File: src/rtl/wb_pkg.sv
// Shared types and constants for the register-file writeback path.
package wb_pkg;

  localparam int         WB_DEPTH_DEFAULT = 4;
  localparam logic [4:0] REG_ZERO         = 5'd0;

  typedef struct packed {
    logic        live;
    logic [4:0]  addr;
    logic [31:0] data;
  } wb_entry_t;

  function automatic logic [31:0] reg_onehot(input logic [4:0] addr);
    reg_onehot = 32'd1 << addr;
  endfunction

endpackage

File: src/rtl/wb_fifo.sv
// In-order load writeback queue with per-entry kill-by-address and a
// register-indexed mask of the destinations still live in the queue.
module wb_fifo
  import wb_pkg::*;
#(
  parameter int DEPTH = WB_DEPTH_DEFAULT,
  localparam int AW = $clog2(DEPTH),
  localparam int CW = AW + 1
) (
  input  logic          clk,
  input  logic          reset,
  input  logic          push,
  input  wb_entry_t     push_entry,
  input  logic          pop,
  output wb_entry_t     head,
  input  logic          kill_en,
  input  logic [4:0]    kill_addr,
  output logic [CW-1:0] count,
  output logic [31:0]   live_mask
);

  wb_entry_t       mem [DEPTH];
  logic [AW-1:0]   wr_ptr;
  logic [AW-1:0]   rd_ptr;

  assign head = mem[rd_ptr];

  // NOTE: sequential state uses non-blocking assignments so every register
  // samples the pre-edge values regardless of statement order.
  always_ff @(posedge clk) begin
    if (!reset) begin
      wr_ptr <= '0;
      rd_ptr <= '0;
      count  <= '0;
      // NOTE: only the live bits need a reset; data and address of an entry
      // are meaningless until it is pushed, so the storage stays reset-free.
      for (int i = 0; i < DEPTH; i++) mem[i].live <= 1'b0;
    end else begin
      for (int i = 0; i < DEPTH; i++) begin
        if (kill_en && mem[i].addr == kill_addr) mem[i].live <= 1'b0;
      end
      if (pop) begin
        mem[rd_ptr].live <= 1'b0;
        rd_ptr           <= rd_ptr + 1'b1;
      end
      if (push) begin
        mem[wr_ptr] <= push_entry;
        wr_ptr      <= wr_ptr + 1'b1;
      end
      case ({push, pop})
        2'b10:   count <= count + 1'b1;
        2'b01:   count <= count - 1'b1;
        default: count <= count;
      endcase
    end
  end

  // Free slots always carry live = 0, so no occupancy qualification is needed.
  // NOTE: the default assignment first keeps this block free of latches.
  always_comb begin
    live_mask = '0;
    for (int i = 0; i < DEPTH; i++) begin
      if (mem[i].live) live_mask = live_mask | reg_onehot(mem[i].addr);
    end
  end

endmodule

File: src/rtl/regfile_wb_arbiter.sv
// Merges ALU and load writebacks onto the register file's single write port;
// the ALU always wins, queued loads drain in ALU-free cycles.
module regfile_wb_arbiter
  import wb_pkg::*;
#(
  parameter int DEPTH = WB_DEPTH_DEFAULT
) (
  input  logic                     clk,
  input  logic                     reset,
  input  logic                     alu_wb_valid,
  input  logic [4:0]               alu_wb_addr,
  input  logic [31:0]              alu_wb_data,
  input  logic                     ld_wb_valid,
  output logic                     ld_wb_ready,
  input  logic [4:0]               ld_wb_addr,
  input  logic [31:0]              ld_wb_data,
  output logic                     rg_wrt_en,
  output logic [4:0]               rg_wrt_addr,
  output logic [31:0]              rg_wrt_data,
  output logic [31:0]              pending_mask,
  output logic [$clog2(DEPTH):0]   q_count
);

  localparam int            CW      = $clog2(DEPTH) + 1;
  localparam logic [CW-1:0] DEPTH_C = CW'(DEPTH);

  logic      out_of_reset;
  logic      alu_win;
  logic      pop;
  logic      push;
  wb_entry_t push_entry;
  wb_entry_t head;
  logic [31:0] live_mask;

  // Ready is gated by a registered flag so it stays low while reset is held.
  assign ld_wb_ready = out_of_reset && (q_count < DEPTH_C);

  assign alu_win = alu_wb_valid && (alu_wb_addr != REG_ZERO);
  assign pop     = !alu_win && (q_count != '0);

  // A same-cycle load to the ALU's destination is already stale.
  assign push = ld_wb_valid && ld_wb_ready && (ld_wb_addr != REG_ZERO) &&
                !(alu_win && ld_wb_addr == alu_wb_addr);

  assign push_entry = '{live: 1'b1, addr: ld_wb_addr, data: ld_wb_data};

  wb_fifo #(.DEPTH(DEPTH)) u_fifo (
    .clk        (clk),
    .reset      (reset),
    .push       (push),
    .push_entry (push_entry),
    .pop        (pop),
    .head       (head),
    .kill_en    (alu_win),
    .kill_addr  (alu_wb_addr),
    .count      (q_count),
    .live_mask  (live_mask)
  );

  assign pending_mask = live_mask;

  always_ff @(posedge clk) begin
    if (!reset) begin
      out_of_reset <= 1'b0;
      rg_wrt_en    <= 1'b0;
      rg_wrt_addr  <= '0;
      rg_wrt_data  <= '0;
    end else begin
      out_of_reset <= 1'b1;
      if (alu_win) begin
        rg_wrt_en   <= 1'b1;
        rg_wrt_addr <= alu_wb_addr;
        rg_wrt_data <= alu_wb_data;
      end else if (pop && head.live) begin
        rg_wrt_en   <= 1'b1;
        rg_wrt_addr <= head.addr;
        rg_wrt_data <= head.data;
      end else begin
        // Dead pops and idle cycles leave the port quiet.
        rg_wrt_en   <= 1'b0;
        rg_wrt_addr <= '0;
        rg_wrt_data <= '0;
      end
    end
  end

endmodule
File: config.mk
export PLATFORM = sky130hd
export DESIGN_NAME = regfile_wb_arbiter
export DESIGN_NICKNAME = d
export VERILOG_FILES = /design/src/rtl/wb_pkg.sv /design/src/rtl/wb_fifo.sv /design/src/rtl/regfile_wb_arbiter.sv
export SDC_FILE = /design/constraint.sdc
export NUM_CORES = 1
export LEC_CHECK = 0
export BUFFER_PORTS_ARGS = -buffer_cell sky130_fd_sc_hd__buf_2
export CAP_MARGIN = 5
export CORE_MARGIN = 10
export CORE_UTILIZATION = 61
export DETAILED_ROUTE_END_ITERATION = 10
export HOLD_SLACK_MARGIN = 0.1
export MAX_ROUTING_LAYER = met4
export PLACE_DENSITY_LB_ADDON = 0.12
export SLEW_MARGIN = 20
export SYNTH_ARGS = -nofsm -noshare
export SYNTH_HDL_FRONTEND = slang
export SYNTH_HIERARCHICAL = 1
export SYNTH_SLANG_ARGS = --single-unit
export TNS_END_PERCENT = 5
File: constraint.sdc
create_clock -name clk -period 5.1 [get_ports clk]
set_input_delay 0.255 -clock clk [delete_from_list [all_inputs] [get_ports clk]]
set_output_delay 0.255 -clock clk [all_outputs]
set_load 0.01 [all_outputs]
==> metrics <==
RePlAce Congestion=0.989; Nets=902; Inserted Clock Buffers=17; Area contributors post-synth=edfxtp_1, dfxtp_1, mux4_2, mux2i_1, nand2_1; top-area cell type share of the netlist area=50.2%; WS Path Type=flop to flop; Worst Tran Pin Value=1.07 ns; Tcrit/Tclk final=55.5%; maximum VDD drop=0.279 mV; mapped cell area=0.00892 mm^2; pin count of the biggest net entering global routing=53; Slew Limit Fails=0; Vias per Instance=6.31; post-CTS sizing=0; Post-route DRC=0; Pleak=4.08 nW; Rows=44; Post-synth top flop=edfxtp_1; RSZ-0062 raised after global routing=false; Worst R2R End=rg_wrt_data[16]$_SDFF_PN0_; Worst setup SP type=flop; CP required=5.42 ns; # port buffers=151; drt total wl=25.1 mm; setup TNS=0 ns; Routed WL per cell=24.7 um; Synth cell types=49; Iter 0 DRT Violations=833; Fin Hold WS=0.122 ns; setup violators final=0; outcome=finished clean; fmax=353 MHz; drt pass-1 iters=5; number of global-route vias before repair=6624; reg2reg path depth=4; PwrDens=355 mW/mm^2; Root Driver=clkbuf_16; Die Width=141 um; clock buffer depth=2; # IOs=152; CTS tree=built; share of layout cells above drive strength 1=29.3%; crit path DAT=3.15 ns; DR vias=6393; DIE AREA=0.0199 mm^2; number of synthesized register bits=200; Syn Inst Count=614; hold path start=ld_wb_addr[2]; R2R Setup Slk=2.27 ns; worst slack at placement=2.04 ns; fin cells=1013; FFs w/ async S/R, synth=0%; initial antenna violation count=2; Max-Cap Viols=0; die outline height=141 um; Max H-tree Level=4; initial core utilization=61.8%; worst min path class=primary input to flop; clk_lat worst skew=0.43 ns; Relative slew margins=28.3%; dpl hpwl=14.7 mm; first-pass GRT wire length=38.2 mm; Inst Count DP=914; CTS clk-pin slew, worst paths=0.08 ns; TritonCTS sink count=200; total gr overflow=0; Worst Skew=0.0114 ns; core area=0.0144 mm^2; synthesis-to-layout area growth=23.0%; Final Power=3.90 mW; leading area contributor after synthesis=edfxtp_1; sequential share of the synthesized area=61.6%; crit end category=flop; hold path cells=1; fin crit period=2.83 ns; CP Max Fanout=38; antenna-violating nets left=0; Hold Path End=u_fifo/mem[0][34]$_DFFE_PP_; number of synthesized flops with an enable pin=149; endpoints failing hold=0; final worst setup slack=2.27 ns; Yosys warning count=6; mean post-synth cell area=14.5 um^2; Total Routing Usage GR=25.6%
-- report_power, final --
part	switching (mW)	internal, mW	total, mW	leakage, nW
clock	0.620	0.754	1.37	0.290
sequential	0.0584	1.81	1.87	1.77
combinational	0.321	0.335	0.655	2.03
-- Yosys cell counts (all sizes together) (5+ instances only) --
library cell	n
a21oi	5
a22oi	28
a32oi	8
and4	5
and4b	6
and4bb	6
buf	27
clkbuf	14
dfxtp	51
edfxtp	149
ha	9
inv	11
mux2i	34
mux4	38
nand2	78
nand2b	5
nand3	13
nor2	14
nor2b	9
nor3	5
o21ai	7
o221ai	32
xnor2	7
xor2	22
-- worst max-delay path by stage --
| stage | startpoint | to | slack [ns] | cells past startpoint |
|---|---|---|---|---|
| after floorplan | alu_wb_addr[1] | u_fifo/mem[0][0]$_DFFE_PP_ | 2.11 | 6 |
| after global placement | alu_wb_addr[1] | u_fifo/count[2]$_SDFFE_PN0P_ | 2.16 | 11 |
| after detailed placement | alu_wb_addr[1] | u_fifo/count[2]$_SDFFE_PN0P_ | 2.04 | 11 |
| after CTS | ld_wb_addr[4] | u_fifo/count[2]$_SDFFE_PN0P_ | 2.29 | 13 |
| after global routing | flop | rg_wrt_data[16]$_SDFF_PN0_ | 2.05 | 4 |
| final | flop | rg_wrt_data[16]$_SDFF_PN0_ | 2.27 | 4 |
-- area by class of cell --
class / instances / area (um^2)
Antenna cell: 2 / 5.00
Clock buffer: 19 / 443
Sequential cell: 200 / 5500
Tap cell: 184 / 230
Inverter: 11 / 41.3
Clock inverter: 13 / 163
Fill cell: 835 / 3450
Timing Repair Buffer: 219 / 1430
Multi-Input combinational cell: 365 / 3160
-- layer usage --
layer / vias up / share of wire (%) / routed length, um / GRT usage [%]
met3: 52 / 7.8 / 1950 / 6.45
met1: 3155 / 39 / 9830 / 30.9
met4: 0 / 2.1 / 524 / 9.02
met2: 387 / 51 / 12800 / 41.2
met5: - / 0 / 0 / -
li1: 2799 / - / - / -
-- sequential cells by signal, summed over array words and instances (netlist names), named ones only --
signal         flops
u_fifo/mem       152
rg_wrt_data       32
rg_wrt_addr        5
u_fifo/count       3
u_fifo/rd_ptr      2
u_fifo/wr_ptr      2
out_of_reset       1
rg_wrt_en          1
-- placed cells by master, fill, tap and decap left out, types with 5 or more instances in the layout --
master and count:
xnor2_1 7, a22oi_1 28, ha_1 9, buf_2 151, nor2b_1 9, mux4_2 38, o221ai_1 32, nor2_1 14
inv_1 10, and4_1 5, dlygate4sd3_1 65, and4bb_2 5, clkbuf_16 17, o21ai_1 5, dfxtp_1 49, edfxtp_1 149
xor2_1 22, nand2_1 78, mux2i_1 34, and4b_1 6, nor3_1 5, nand3_1 13, nand2b_1 5, a21oi_1 5
a32oi_1 8
-- critical path: stages (launching register included) --
cell and delay (ns):
dfxtp_2 1.03, mux4_2 0.40, o311a_2 0.78, nand2_1 0.18, mux2i_1 0.30
-- cells by family after synthesis --
| logic type | count (synthesis) | synth area share, % |
|---|---|---|
| fa+ha+maj | 10 | 1.49 |
| xor+xnor | 29 | 2.85 |
| simple gates | 162 | 9.73 |
| mux | 72 | 13.4 |
| other cells | 1 | 0.0420 |
| buf+inv | 52 | 3.16 |
| compound gates | 88 | 7.73 |
| flops | 200 | 61.6 |
-- timing repair --
| item | CTS | global route |
|---|---|---|
| endpoints found under the hold margin | 164 | 0 |
| hold buffers | 65 | 0 |
| buffers inserted | 0 | 0 |
| endpoints found under the setup margin | 0 | 0 |
-- through the flow --
step / cell area, um^2 / util [%]
2_1_floorplan: 8930 / -
3_3_place_gp: 9710 / 67.3
3_5_place_dp: 9710 / 67.3
4_1_cts: 11000 / 76.0
5_1_grt: 11000 / 76.1
6_report: 11000 / 76.1
No activity file was read; power rests on OpenSTA's default activity.
